### src/rtl/pulse_gen_pkg.sv
// Shared types and defaults for the pulse-train generator.
// Holds the FSM state encoding and the default counter widths.
// No logic; imported by the top and the counter sub-module.
package pulse_gen_pkg;

    typedef enum logic [1:0] {
        IDLE = 2'd0,
        HIGH = 2'd1,
        LOW  = 2'd2
    } state_t;

    localparam int CNT_W_DEFAULT = 8;
    localparam int NUM_W_DEFAULT = 8;

endpackage

### src/rtl/phase_counter.sv
// Loadable down-counter whose last flag marks the final cycle of a span.
// Latency: load/decrement take effect at the next rising edge.
// No backpressure; it saturates at zero instead of wrapping.
module phase_counter
    import pulse_gen_pkg::*;
#(
    parameter int W = CNT_W_DEFAULT
) (
    input  logic         clk,
    input  logic         rst,
    input  logic         load,
    input  logic [W-1:0] load_val,
    input  logic         dec,
    output logic         last
);

    logic [W-1:0] count;

    // Load has priority over decrement; never step below zero.
    always_ff @(posedge clk) begin
        if (rst) begin
            count <= '0;
        end else if (load) begin
            count <= load_val;
        end else if (dec && (count != '0)) begin
            count <= count - 1'b1;
        end
    end

    assign last = (count == {{(W-1){1'b0}}, 1'b1});

endmodule

### src/rtl/pulse_gen.sv
// Programmable pulse-train generator: N pulses of H high / L low cycles.
// Latency: first high cycle follows the accepting edge; all outputs registered.
// No backpressure; start is ignored while busy, abort ends a train next cycle.
module pulse_gen
    import pulse_gen_pkg::*;
#(
    parameter int CNT_W = CNT_W_DEFAULT,
    parameter int NUM_W = NUM_W_DEFAULT
) (
    input  logic             clk,
    input  logic             rst,
    input  logic             start,
    input  logic [CNT_W-1:0] high_len,
    input  logic [CNT_W-1:0] low_len,
    input  logic [NUM_W-1:0] num_pulses,
    input  logic             abort,
    output logic             d_out,
    output logic             busy,
    output logic             done,
    output logic             rise_edge,
    output logic             fall_edge
);

    localparam logic [CNT_W-1:0] ONE = {{(CNT_W-1){1'b0}}, 1'b1};

    state_t state, state_nxt;

    // Phase lengths captured at start; zero lengths become one cycle.
    logic [CNT_W-1:0] h_len, l_len;
    logic             len_latch;

    logic             ph_load, ph_dec, ph_last;
    logic [CNT_W-1:0] ph_val;
    logic             np_load, np_dec, np_last;

    logic d_out_nxt, busy_nxt, done_nxt, rise_nxt, fall_nxt;

    logic [CNT_W-1:0] high_sat, low_sat;
    assign high_sat = (high_len == '0) ? ONE : high_len;
    assign low_sat  = (low_len  == '0) ? ONE : low_len;

    phase_counter #(.W(CNT_W)) u_phase_cnt (
        .clk      (clk),
        .rst      (rst),
        .load     (ph_load),
        .load_val (ph_val),
        .dec      (ph_dec),
        .last     (ph_last)
    );

    phase_counter #(.W(NUM_W)) u_pulse_cnt (
        .clk      (clk),
        .rst      (rst),
        .load     (np_load),
        .load_val (num_pulses),
        .dec      (np_dec),
        .last     (np_last)
    );

    // State, latched lengths and registered outputs.
    always_ff @(posedge clk) begin
        if (rst) begin
            state     <= IDLE;
            h_len     <= ONE;
            l_len     <= ONE;
            d_out     <= 1'b0;
            busy      <= 1'b0;
            done      <= 1'b0;
            rise_edge <= 1'b0;
            fall_edge <= 1'b0;
        end else begin
            state     <= state_nxt;
            d_out     <= d_out_nxt;
            busy      <= busy_nxt;
            done      <= done_nxt;
            rise_edge <= rise_nxt;
            fall_edge <= fall_nxt;
            if (len_latch) begin
                h_len <= high_sat;
                l_len <= low_sat;
            end
        end
    end

    // Next state, counter controls and next output values.
    always_comb begin
        state_nxt = state;
        d_out_nxt = d_out;
        busy_nxt  = busy;
        done_nxt  = 1'b0;
        rise_nxt  = 1'b0;
        fall_nxt  = 1'b0;
        len_latch = 1'b0;
        ph_load   = 1'b0;
        ph_dec    = 1'b0;
        ph_val    = h_len;
        np_load   = 1'b0;
        np_dec    = 1'b0;

        unique case (state)
            IDLE: begin
                // abort wins over a coincident start
                if (start && !abort) begin
                    if (num_pulses != '0) begin
                        len_latch = 1'b1;
                        ph_load   = 1'b1;
                        ph_val    = high_sat;
                        np_load   = 1'b1;
                        state_nxt = HIGH;
                        d_out_nxt = 1'b1;
                        busy_nxt  = 1'b1;
                        rise_nxt  = 1'b1;
                    end else begin
                        done_nxt  = 1'b1;
                    end
                end
            end
            HIGH: begin
                if (abort) begin
                    state_nxt = IDLE;
                    d_out_nxt = 1'b0;
                    busy_nxt  = 1'b0;
                    fall_nxt  = d_out;
                end else if (ph_last) begin
                    state_nxt = LOW;
                    ph_load   = 1'b1;
                    ph_val    = l_len;
                    d_out_nxt = 1'b0;
                    fall_nxt  = 1'b1;
                end else begin
                    ph_dec    = 1'b1;
                end
            end
            LOW: begin
                if (abort) begin
                    state_nxt = IDLE;
                    d_out_nxt = 1'b0;
                    busy_nxt  = 1'b0;
                    fall_nxt  = d_out;
                end else if (ph_last) begin
                    if (np_last) begin
                        state_nxt = IDLE;
                        busy_nxt  = 1'b0;
                        done_nxt  = 1'b1;
                    end else begin
                        state_nxt = HIGH;
                        ph_load   = 1'b1;
                        ph_val    = h_len;
                        np_dec    = 1'b1;
                        d_out_nxt = 1'b1;
                        rise_nxt  = 1'b1;
                    end
                end else begin
                    ph_dec    = 1'b1;
                end
            end
            default: begin
                state_nxt = IDLE;
                d_out_nxt = 1'b0;
                busy_nxt  = 1'b0;
            end
        endcase
    end

endmodule

### config.mk
export PLATFORM = sky130hd
export DESIGN_NAME = pulse_gen
export DESIGN_NICKNAME = d
export VERILOG_FILES = /design/src/rtl/pulse_gen_pkg.sv /design/src/rtl/phase_counter.sv /design/src/rtl/pulse_gen.sv
export SDC_FILE = /design/constraint.sdc
export NUM_CORES = 1
export LEC_CHECK = 0
export ABC_AREA = 1
export BUFFER_PORTS_ARGS = -buffer_cell sky130_fd_sc_hd__buf_2
export CORE_MARGIN = 4
export CORE_UTILIZATION = 50
export DETAILED_ROUTE_END_ITERATION = 12
export PLACE_DENSITY = 0.71
export SETUP_SLACK_MARGIN = 0.4
export SKIP_CTS_REPAIR_TIMING = 1
export SYNTH_ARGS = -nofsm -noshare
export SYNTH_HDL_FRONTEND = slang
export SYNTH_SLANG_ARGS = --single-unit
### constraint.sdc
create_clock -name clk -period 1.9 [get_ports clk]
set_input_delay 0.19 -clock clk [delete_from_list [all_inputs] [get_ports clk]]
set_output_delay 0.19 -clock clk [all_outputs]
set_load 0.1 [all_outputs]
==> parameters.txt, run 1 <==
Parameter                              Value

Power and ir drop
  Part of the total power dissipated in the clock network    between 10% and 20%
  Leakage power of the design    1.49 nW
  Power, Total    3.10 mW
  Switching share of power    between 40 and 50%
  Power per cell area    between 900 and 1000 nW/um^2
  Internal Pwr Total    ~1.8 mW
  Combinational group share of total power    between 40% and 50%
  Peak supply drop    ~0.00063 V
  Net load switching power    1.33 mW
  Power share of the sequential group    33.9%

STA
  Pins Over Slew Limit    0
  Setup TNS Final    0 ns
  Top achievable clock speed    slightly above 600 MHz
  Hold violation count in the final report    0
  Final clock skew    0.00755 ns
  Tcrit/Tclk final    85.1%
  Slew at the pin with the worst max-slew slack    ~0.73 ns
  Minimum clock period after layout    about 1.6 ns
  Unrepaired setup endpoints after global routing    true
  Final count of negative-setup-slack endpoints    0
  Worst slew slack as a fraction of its limit    between 50 and 60%

Global routing
  Global route overflow    0
  Number of global-route vias before repair    2044
  Total Routing Usage GR    about a fifth
  First-pass GRT wire length    9090 um
  Number of antenna violations at the first check in global routing    0
  Largest net degree at the start of global routing    25

Route
  Via density per instance    roughly 5.4
  DRC    0
  Count of TritonRoute iterations in the first routing pass    5
  Antenna viol nets, final    0
  Wirelength per Cell    between 10 and 15 um
  Routed Wire Length    ~6500 um
  DR vias    roughly 2.5k
  Detailed router's first-iteration violation count    ~210

Setup path
  Crit path capture type    flop
  Endpoint arrival time on the critical path    ~1.8 ns
  Launching element type of the critical path    flop
  Critical Setup Path Class    flop to flop
  Required @ worst endpoint    approximately 2.1 ns
  Highest fanout seen on the critical path    7

CTS
  Maximum buffer depth of the clock tree    2
  Root Buffer    sky130_fd_sc_hd__clkbuf_8
  Insertion delay to the later sink of the worst-skew pair    0.30 ns
  H-Tree Depth    2
  TritonCTS Sinks    39
  Clk slew on worst S/H paths    approximately 0.09 ns
  Clock tree from TritonCTS    yes
  Number of CTS-inserted buffers    5

Synthesis
  Post-synth net total    between 300 and 400
  Number of different library cells in the post-synthesis netlist    34
  Average cell area after synthesis    6.59 sq um
  Syn Inst Count    between 300 and 400
  Flops & latches, synth    39
  Warnings from Yosys    0
  Largest area contributor in the synthesized netlist    sky130_fd_sc_hd__dfxtp_1
  Synth top area share    between 30% and 40%
  Top post-synthesis cells by area    sky130_fd_sc_hd__dfxtp_1 33%, sky130_fd_sc_hd__nand2_1 14%, sky130_fd_sc_hd__inv_1 6.6%
  Post-Synthesis Cell Area    roughly 2300 sq um
  Sequential share of the synthesized area    33.3%

Die
  Die Wd    76.5 um
  Initial Util    between 50% and 60%
  Core area    around 4400 sq um
  Full die area    ~6000 sq um
  Top-level I/O count    33
  Number of placement rows    24
  Height of the chip    approximately 77 um

Finish
  Diodes inserted    0
  Area growth from synthesis to final layout    36.1%
  Post-route core utilization    between 70% and 80%
  Fraction of layout instances using a drive strength above 1    approximately two fifths
  Final layout net count    between 400 and 500

Placed design
  Count of buffers inserted at the top-level ports    32
  Half-perimeter wire length after detailed placement    between 4000 and 5000 um
  Placer congestion estimate    roughly 0.89

Run
  Max Cap Viol    0

Outcome
  Result of the run    completed

Min path
  Worst hold path class    input port to flop
-- registers in the layout (all words and copies together), names as in the netlist --
register,cells
h_len,8
l_len,8
u_phase_cnt.count,8
u_pulse_cnt.count,8
state,2
busy,1
d_out,1
done,1
fall_edge,1
rise_edge,1
-- critical path: stages (launching register included) --
cell and delay [ns]:
sky130_fd_sc_hd__dfxtp_4 0.37, sky130_fd_sc_hd__inv_4 0.08, sky130_fd_sc_hd__ha_4 0.16, sky130_fd_sc_hd__inv_4 0.04, sky130_fd_sc_hd__nor2_4 0.15, sky130_fd_sc_hd__nand2_4 0.13, sky130_fd_sc_hd__nand3_4 0.13, sky130_fd_sc_hd__buf_12 0.12
sky130_fd_sc_hd__nand2_8 0.06, sky130_fd_sc_hd__nand2_1 0.10, sky130_fd_sc_hd__nand3_1 0.08, sky130_fd_sc_hd__nand2_1 0.07, sky130_fd_sc_hd__inv_1 0.03
-- stage by stage --
| stage | instance area (sq um) | std cells | hold slack (ns) | setup WS (ns) |
|---|---|---|---|---|
| 2_1_floorplan | 2370 | 356 | 0.350 | 0.406 |
| 3_3_place_gp | 2570 | 436 | 0.450 | 0.207 |
| 3_5_place_dp | 2570 | 436 | 0.452 | 0.167 |
| 4_1_cts | 2670 | 444 | 0.155 | 0.131 |
| 5_1_grt | 3190 | 467 | 0.151 | 0.210 |
| 6_report | 3190 | 467 | 0.146 | 0.284 |
-- cells in the mapped netlist --
cell type and instances:
sky130_fd_sc_hd__buf_6 3, sky130_fd_sc_hd__or3_1 1, sky130_fd_sc_hd__clkbuf_1 4, sky130_fd_sc_hd__ha_1 8
sky130_fd_sc_hd__or2_2 1, sky130_fd_sc_hd__nand3_2 3, sky130_fd_sc_hd__o21ai_0 27, sky130_fd_sc_hd__nor2_8 1
sky130_fd_sc_hd__nand2_4 2, sky130_fd_sc_hd__nand3b_1 1, sky130_fd_sc_hd__nor3b_1 1, sky130_fd_sc_hd__nand4_1 3
sky130_fd_sc_hd__nor2_2 4, sky130_fd_sc_hd__nor4_1 1, sky130_fd_sc_hd__nand2_2 6, sky130_fd_sc_hd__nor2_1 37
sky130_fd_sc_hd__inv_1 41, sky130_fd_sc_hd__nand3_1 23, sky130_fd_sc_hd__xor2_1 4, sky130_fd_sc_hd__buf_4 1
sky130_fd_sc_hd__buf_2 3, sky130_fd_sc_hd__nor2_4 1, sky130_fd_sc_hd__inv_2 2, sky130_fd_sc_hd__a21oi_1 26
sky130_fd_sc_hd__clkinv_1 1, sky130_fd_sc_hd__dfxtp_1 39, sky130_fd_sc_hd__o211ai_1 3, sky130_fd_sc_hd__a21oi_2 2
sky130_fd_sc_hd__o21ai_1 4, sky130_fd_sc_hd__nand2_1 90, sky130_fd_sc_hd__nor3_1 6, sky130_fd_sc_hd__a31o_2 1
sky130_fd_sc_hd__o21ai_2 1, sky130_fd_sc_hd__a31oi_1 5
-- power by group through the flow --
| stage | registers [mW] | logic, mW | clock network [mW] |
|---|---|---|---|
| final | 1.05 | 1.46 | 0.595 |
| after global routing | 1.07 | 1.60 | 0.648 |
| after CTS | 1.02 | 1.06 | 0.599 |
| after global placement | 1.03 | 1.05 | 0 |
| after detailed placement | 1.04 | 1.06 | 0 |
| after floorplan | 1.11 | 0.771 | 0 |
-- cells by family after synthesis --
kind of cell,count (synthesis),share of synthesized area (%)
AOI/OAI and AO/OA,69,15.9
adders and majority gates,8,4.26
buffers and inverters,55,10.1
xor gates and xnor gates,4,1.49
and+or+nand+nor,181,35.0
DFF,39,33.3
-- layout make-up --
cell class,instances,area [sq um]
clock inverter,3,23.8
inverter,44,188
fill,347,1250
clock buffer,5,68.8
multi-input combinational,264,1620
timing repair buffer,60,434
tap,52,65.1
sequential,39,800
-- final timing paths --
| path | startpoint | to | slack (ns) | depth (start not counted) |
|---|---|---|---|---|
| hold reg to reg | h_len[2]$_SDFFE_PP0P_ | h_len[2]$_SDFFE_PP0P_ | 0.47 | 2 |
| hold / removal | low_len[6] | l_len[6]$_SDFFE_PP0P_ | 0.15 | 3 |
| setup reg to reg | state[0]$_SDFFE_PP0P_ | u_phase_cnt.count[2]$_SDFFE_PP0P_ | 0.28 | 12 |
| setup / recovery | state[0]$_SDFFE_PP0P_ | u_phase_cnt.count[2]$_SDFFE_PP0P_ | 0.28 | 12 |
-- routing by layer --
layer  GRT usage (%)  up-vias  part of all wire, %
li1                -     1268                    -
met1            25.8     1159                   46
met2            29.4       70                   48
met3            3.66       10                  4.7
met4            5.07        0                  1.4
met5               0        -                    0
-- cells in the final DEF, fill, tap and decap left out, drive strengths merged, types with 2 or more instances in the layout --
cell        n
o211ai      3
xor2        4
nor2       43
nand4       3
a31oi       5
nor3        6
nand3      26
o21ai      32
a21oi      28
nand2     100
clkbuf      5
dfxtp      39
clkinvlp    2
buf        60
inv        44
ha          8
(Power assumes the default switching activity.)
==> run 2, diff against run 1 <==
Settings changed: PLACE_DENSITY 0.71 to 0.7, SYNTH_HIERARCHICAL set to 1.
==> parameters.txt, run 2 <==
Parameter                              Value

Setup path
  Endpoint arrival time on the critical path    2.11 ns (+0.29 ns)
  Crit path capture type    flop
  Critical path's slowest cell    sky130_fd_sc_hd__dfxtp_2
  Cell family with most CP delay    simple AND/OR/NAND/NOR gates
  Worst path bufs/invs    5 (+1)
  Launching element type of the critical path    flop
  Highest fanout seen on the critical path    5 (-2)
  Cell type with the highest occurrence count on the critical path    sky130_fd_sc_hd__inv_2
  Series of cell instances along the critical path    inv_2 > ha_4 > nand2_4 > nor2_4 > inv_2 > nor2_4 > inv_2 > a31oi_4 > clkinv_4 > buf_6 > nand3_2 > nand2_2 > nor2_1 > nor2_1
  Required @ worst endpoint    2.09 ns (about the same)
  Critical Setup Path Class    flop to flop
  Highest cell delay on the worst timing path    0.34 ns (-0.03 ns)

Global routing
  Global route overflow    0 (unchanged)
  Total Routing Usage GR    19.8% (+1.2 points)
  Routing usage on met2    33.3% (+3.8 points)
  Number of antenna violations at the first check in global routing    0 (unchanged)
  Busiest grt layer    met2
  Largest net degree at the start of global routing    18 (-28%)
  Global-route met3 utilization    3.70% (+0.035 points)
  First-pass GRT wire length    10200 um (+12%)
  Met1 Track Usage GR    25.6% (-0.25 points)
  Number of global-route vias before repair    2334 (+14%)

Synthesis
  Arithmetic-cell share of the synthesized area counting full adders, half adders and majority gates    4.80% (+0.54 points)
  Post-Synthesis Cell Area    2610 sq um (+11%)
  List of most frequent post-synthesis cells    119 x sky130_fd_sc_hd__nand2_1, 75 x sky130_fd_sc_hd__nor2_1, 48 x sky130_fd_sc_hd__nand3_1
  Combinational family with the most area after synthesis    simple AND/OR/NAND/NOR gates
  Post-synth net total    449 (+15%)
  Flops & latches, synth    39 (unchanged)
  Number of flops mapped to enable cells by yosys    0 (unchanged)
  Warnings from Yosys    6 (+6)
  Post-synthesis share of cell area spent on xor and xnor gates    0% (-1.5 points)
  Synth top area share    30.0% (-3.3 points)
  Number of different library cells in the post-synthesis netlist    28 (-18%)
  Top FF cell, synth    sky130_fd_sc_hd__dfxtp_1
  Most repeated cell in the gate-level netlist after synthesis    sky130_fd_sc_hd__nand2_1
  Average cell area after synthesis    6.34 sq um (-3.8%)
  Top post-synthesis cells by area    sky130_fd_sc_hd__dfxtp_1 30%, sky130_fd_sc_hd__nand2_1 17%, sky130_fd_sc_hd__nor2_1 11%
  Share of synthesized flip-flops with an asynchronous set or reset    0% (unchanged)
  Simple-Gate Fraction of Synth Area    46.6% (+12 points)
  Complex-gate fraction of the synthesized area    8.45% (-7.5 points)
  Syn Inst Count    411 (+15%)
  Post-synthesis mux area share    0% (unchanged)
  Sequential share of the synthesized area    30.0% (-3.3 points)
  Largest area contributor in the synthesized netlist    sky130_fd_sc_hd__dfxtp_1

Route
  Via density per instance    5.12 (-4.7%)
  DRC    0 (unchanged)
  DR vias    2799 (+12%)
  Antenna viol nets, final    0 (unchanged)
  Wirelength per Cell    12.7 um (-8.5%)
  Detailed router's first-iteration violation count    130 (-38%)
  Routed Wire Length    6970 um (+7.2%)
  Count of TritonRoute iterations in the first routing pass    4 (-1)

Placed design
  Area after detailed placement    2910 sq um (+13%)
  Half-perimeter wire length after detailed placement    4630 um (+14%)
  Count of buffers inserted at the top-level ports    32 (unchanged)
  Placer congestion estimate    0.895 (+0.38%)

Die
  Top-level I/O count    33 (unchanged)
  Initial Util    51.4% (-1.5 points)
  Core area    5070 sq um (+14%)
  Height of the chip    80.2 um (+4.8%)
  Number of placement rows    26 (+8.3%)
  Die Wd    80.2 um (+4.8%)
  Full die area    6430 sq um (+9.9%)

Finish
  Final cell area excluding filler cells    3500 sq um (+9.7%)
  Post-route core utilization    69.1% (-2.8 points)
  Leading cell types in the layout, fill and taps excluded    106 x sky130_fd_sc_hd__nand2_1, 64 x sky130_fd_sc_hd__nor2_1, 36 x sky130_fd_sc_hd__nand3_1, 33 x sky130_fd_sc_hd__dfxtp_1
  Final layout net count    514 (+14%)
  Diodes inserted    0 (unchanged)
  Layout fillers    420 (+21%)
  Leading cell type in the layout, fill and taps excluded    sky130_fd_sc_hd__nand2_1
  Area growth from synthesis to final layout    34.5%
  Fraction of layout instances using a drive strength above 1    35.0% (-3.3 points)

Power and ir drop
  Power per cell area    1440 nW/um^2 (+48%)
  Peak supply drop    0.000908 V (+44%)
  Leakage power of the design    1.64 nW (+9.5%)

Min path
  Worst hold path class    input port to flop

STA
  Hold violation count in the final report    0 (unchanged)
  Pins Over Slew Limit    0 (unchanged)
  Top achievable clock speed    522 MHz (-16%)
  Tcrit/Tclk final    101% (+16 points)
  Worst Slack Setup Final    -0.0163 ns (-0.300 ns)
  Final clock skew    0.00513 ns (-0.00242 ns)
  Slew at the pin with the worst max-slew slack    0.487 ns (-0.247 ns)
  Minimum clock period after layout    1.92 ns (+0.300 ns)
  Worst slew slack as a fraction of its limit    67.8% (+17 points)
  Unrepaired setup endpoints after global routing    true
  Final count of negative-setup-slack endpoints    4 (+4)

Outcome
  Violations in the final reports    negative setup slack
  Result of the run    finished with violations

CTS
  H-Tree Depth    2 (unchanged)
  Number of CTS-inserted buffers    5 (unchanged)
  Maximum buffer depth of the clock tree    2 (unchanged)
  Root Buffer    sky130_fd_sc_hd__clkbuf_8
  Insertion delay to the later sink of the worst-skew pair    0.29 ns (about the same)
  TritonCTS Sinks    39 (unchanged)
  Clock tree from TritonCTS    yes
  Clk slew on worst S/H paths    0.08 ns (about the same)

Run
  Max Cap Viol    0 (unchanged)
==> run 2: where the power goes <==
group | switching, mW | internal [mW] | total (mW)
Clock | 0.303 | 0.330 | 0.634
Sequential | 0.178 | 1.03 | 1.21
Combinational | 1.95 | 1.26 | 3.22
Total | 2.44 | 2.62 | 5.06
==> run 2: layout make-up <==
class | instances | area, sq um | share of cell area [%]
well taps | 70 | 87.6 | 2.50
clock buffers | 7 | 96.3 | 2.75
flip-flops and latches | 39 | 793 | 22.6
clock inverters | 1 | 7.51 | 0.214
repair buffers | 69 | 518 | 14.8
multi-input cells | 317 | 1810 | 51.7
inverters | 44 | 191 | 5.46
==> run 2: worst paths after layout <==
path                                           from                                 to  slack [ns]  depth (start not counted)
hold reg to reg                   busy$_SDFFE_PP0P_                  busy$_SDFFE_PP0P_        0.44                          2
setup reg to reg  u_phase_cnt/count[1]$_SDFFE_PP0P_  u_phase_cnt/count[7]$_SDFFE_PP0P_       -0.02                         14
hold / removal                           low_len[0]              l_len[0]$_SDFFE_PP1P_        0.12                          3
setup / recovery  u_phase_cnt/count[1]$_SDFFE_PP0P_  u_phase_cnt/count[7]$_SDFFE_PP0P_       -0.02                         14
==> run 2: worst min-delay path, delay by kind of cell <==
| kind | cells | cell delay [ns] |
|---|---|---|
| buffers and inverters | 1 | 0.08 |
| AOI/OAI and AO/OA | 1 | 0.05 |
| and+or+nand+nor | 1 | 0.06 |
==> run 2: through the flow <==
stage	power, mW	cells	TNS (ns)	hold slack, ns	worst slack, ns
6_report	5.06	547	-0.0508	0.118	-0.0163
5_1_grt	5.45	547	-0.502	0.129	-0.0837
4_1_cts	4.36	528	-0.0545	0.0988	-0.0515
3_5_place_dp	3.71	520	-0.0358	0.411	-0.0358
3_3_place_gp	3.67	520	0	0.412	0.0680
2_1_floorplan	3.18	411	0	0.267	0.0800
==> run 2: cell families after synthesis <==
group                    after synthesis
AND/OR/NAND/NOR                      272
AO/OA/AOI/OAI                         35
adder cells (fa/ha/maj)               10
buffers and inverters                 55
flip-flops                            39
==> run 2: layer usage <==
layer	up-vias	share of wire (%)
met5	-	0
met4	0	1.8
met3	11	4.3
met2	74	50
met1	1289	44
li1	1425	-
==> run 3, diff against run 2 <==
Settings changed: CORE_UTILIZATION 50 to 40, PLACE_DENSITY 0.7 to unset.
==> parameters.txt, run 3 (synthesis gave the netlist of run 2 again) <==
Parameter                              Value

Placed design
  Placer congestion estimate    0.817 (-8.7%)
  Half-perimeter wire length after detailed placement    4610 um (-0.31%)
  Count of buffers inserted at the top-level ports    32 (unchanged)
  Area after detailed placement    2930 sq um (+0.82%)

STA
  Pins Over Slew Limit    0 (unchanged)
  Fin Hold WS    0.106 ns (-0.0114 ns)
  Minimum clock period after layout    1.83 ns (-0.0832 ns)
  Final clock skew    0.00811 ns (+0.00298 ns)
  Worst slew slack as a fraction of its limit    67.8% (+0.076 points)
  Tcrit/Tclk final    96.5% (-4.4 points)
  Hold violation count in the final report    0 (unchanged)
  Slew at the pin with the worst max-slew slack    0.486 ns (-0.00115 ns)
  Final count of negative-setup-slack endpoints    0 (-4)
  Top achievable clock speed    546 MHz (+4.5%)
  Unrepaired setup endpoints after global routing    true

Die
  Top-level I/O count    33 (unchanged)
  Core area    6350 sq um (+25%)
  Initial Util    41.0% (-10 points)
  Die Wd    88.7 um (+11%)
  Full die area    7870 sq um (+22%)
  Height of the chip    88.7 um (+11%)
  Number of placement rows    29 (+12%)

Power and ir drop
  Net load switching power    2.24 mW (-7.9%)
  Power per cell area    1420 nW/um^2 (-1.3%)
  Power, Total    4.75 mW (-6.1%)
  Power share of the sequential group    24.8% (+0.9 points)
  Combinational group share of total power    62.1% (-1.5 points)
  Part of the total power dissipated in the clock network    13.1% (+0.6 points)
  Leakage power of the design    1.59 nW (-3.1%)
  Switching share of power    47.3% (-0.92 points)
  Internal Pwr Total    2.50 mW (-4.4%)
  Peak supply drop    0.000701 V (-23%)

Route
  Antenna viol nets, final    0 (unchanged)
  Detailed router's first-iteration violation count    140 (+7.7%)
  DRC    0 (unchanged)
  Count of TritonRoute iterations in the first routing pass    4 (unchanged)
  Via density per instance    4.79 (-6.4%)
  Wirelength per Cell    11.5 um (-10%)
  DR vias    2645 (-5.5%)
  Routed Wire Length    6320 um (-9.3%)

Setup path
  Highest cell delay on the worst timing path    0.33 ns (about the same)
  Highest fanout seen on the critical path    7 (+2)
  Capture point of the worst reg-to-reg path    u_phase_cnt/count[5]$_SDFFE_PP0P_
  Worst path bufs/invs    3 (-2)
  Cell family with most CP delay    simple AND/OR/NAND/NOR gates
  Launching element type of the critical path    flop
  Crit path capture type    flop
  Critical Setup Path Class    flop to flop
  Series of cell instances along the critical path    inv_2 > ha_4 > nand2_4 > nor2_4 > inv_2 > nor2_4 > inv_2 > o21ai_2 > nand3_4 > nand2_2 > nand3_2 > nand2_2 > nand2_1 > nor2_1 > nor2_1
  Endpoint arrival time on the critical path    2.02 ns (-0.09 ns)
  Required @ worst endpoint    2.09 ns (about the same)
  Path depth of the worst reg2reg path    15 (+1)
  Launching point of the worst reg2reg path    u_phase_cnt/count[1]$_SDFFE_PP0P_
  Cell type with the highest occurrence count on the critical path    sky130_fd_sc_hd__inv_2
  Register-to-Register Setup Slack    0.07 ns (+0.08 ns)
  Critical path's slowest cell    sky130_fd_sc_hd__dfxtp_2

CTS
  Insertion delay to the later sink of the worst-skew pair    0.29 ns (about the same)
  Clk slew on worst S/H paths    0.08 ns (about the same)
  Maximum buffer depth of the clock tree    2 (unchanged)
  TritonCTS Sinks    39 (unchanged)
  Clock tree from TritonCTS    yes
  Number of CTS-inserted buffers    5 (unchanged)
  H-Tree Depth    2 (unchanged)
  Root Buffer    sky130_fd_sc_hd__clkbuf_8

Global routing
  Met1 Track Usage GR    21.2% (-4.4 points)
  First-pass GRT wire length    9870 um (-3.1%)
  Number of antenna violations at the first check in global routing    0 (unchanged)
  Number of global-route vias before repair    2259 (-3.2%)
  Routing usage on met2    25.8% (-7.5 points)
  Global-route met3 utilization    2.51% (-1.2 points)
  Global route overflow    0 (unchanged)
  Busiest grt layer    met2
  Total Routing Usage GR    15.8% (-4.0 points)
  Largest net degree at the start of global routing    16 (-2)

Finish
  Post-route core utilization    52.5% (-17 points)
  Area growth from synthesis to final layout    27.9%
  Final layout net count    512 (-0.39%)
  Diodes inserted    0 (unchanged)
  Final cell area excluding filler cells    3330 sq um (-4.9%)
  Leading cell type in the layout, fill and taps excluded    sky130_fd_sc_hd__nand2_1
  Leading cell types in the layout, fill and taps excluded    112 x sky130_fd_sc_hd__nand2_1, 70 x sky130_fd_sc_hd__nor2_1, 45 x sky130_fd_sc_hd__nand3_1, 33 x sky130_fd_sc_hd__dfxtp_1
  Fraction of layout instances using a drive strength above 1    29.3% (-5.7 points)

Min path
  Worst hold endpoint    l_len[0]$_SDFFE_PP1P_
  Startpoint of the most critical hold path    low_len[0]
  Number of instances on the worst hold path    3 (unchanged)
  Worst hold path class    input port to flop

Outcome
  Result of the run    completed

Run
  Max Cap Viol    0 (unchanged)
run 3: changes by cell type in the layout (fill, tap and decap cells not counted), sizes merged:
| cell | delta |
|---|---|
| clkinv | -1 |
| clkinvlp | -1 |
| inv | +1 |
| buf | -1 |
run 3: through the flow:
| step | TNS (ns) | setup slack, ns | std cells |
|---|---|---|---|
| finish | 0 | 0.0669 | 552 |
| global route | -0.486 | -0.0844 | 552 |
| CTS | -0.175 | -0.0439 | 537 |
| detailed placement | -0.0453 | -0.0162 | 529 |
| global placement | 0 | 0.0679 | 529 |
| floorplan | 0 | 0.0800 | 411 |
run 3: layer usage:
layer / vias to the layer above / wire [um]
met1: 1168 / 3040
li1: 1424 / -
met2: 45 / 2960
met4: 0 / 93
met3: 8 / 231
met5: - / 0
run 3: worst max path at each step:
stage	start	endpoint	depth (start not counted)
after floorplan	u_phase_cnt/count[2]$_SDFFE_PP0P_	u_phase_cnt/count[2]$_SDFFE_PP0P_	14
final	u_phase_cnt/count[1]$_SDFFE_PP0P_	u_phase_cnt/count[5]$_SDFFE_PP0P_	15
after global placement	state[0]$_SDFFE_PP0P_	u_phase_cnt/count[7]$_SDFFE_PP0P_	13
after CTS	state[0]$_SDFFE_PP0P_	u_phase_cnt/count[5]$_SDFFE_PP0P_	13
after detailed placement	state[0]$_SDFFE_PP0P_	u_phase_cnt/count[7]$_SDFFE_PP0P_	13
after global routing	u_phase_cnt/count[5]$_SDFFE_PP0P_	u_phase_cnt/count[5]$_SDFFE_PP0P_	14
run 3: tightest hold or removal path: stages:
cell and delay (ns):
sky130_fd_sc_hd__buf_2 0.07, sky130_fd_sc_hd__o21ai_1 0.06, sky130_fd_sc_hd__nand3_1 0.05
run 3: area by class of cell:
class                           instances  area [sq um]
Fill cell                             620          3020
Clock buffer                            8           100
Inverter                               44           186
Tap cell                               77          96.3
Sequential cell                        39           788
Timing Repair Buffer                   67           453
Multi-Input combinational cell        317          1710
run 3: power by group through the flow:
stage	sequential [mW]	clock, mW	combinational (mW)
floorplan	1.35	0	1.82
global placement	1.16	0	2.54
detailed placement	1.17	0	2.56
CTS	1.15	0.653	2.57
global route	1.20	0.681	3.30
finish	1.18	0.623	2.95
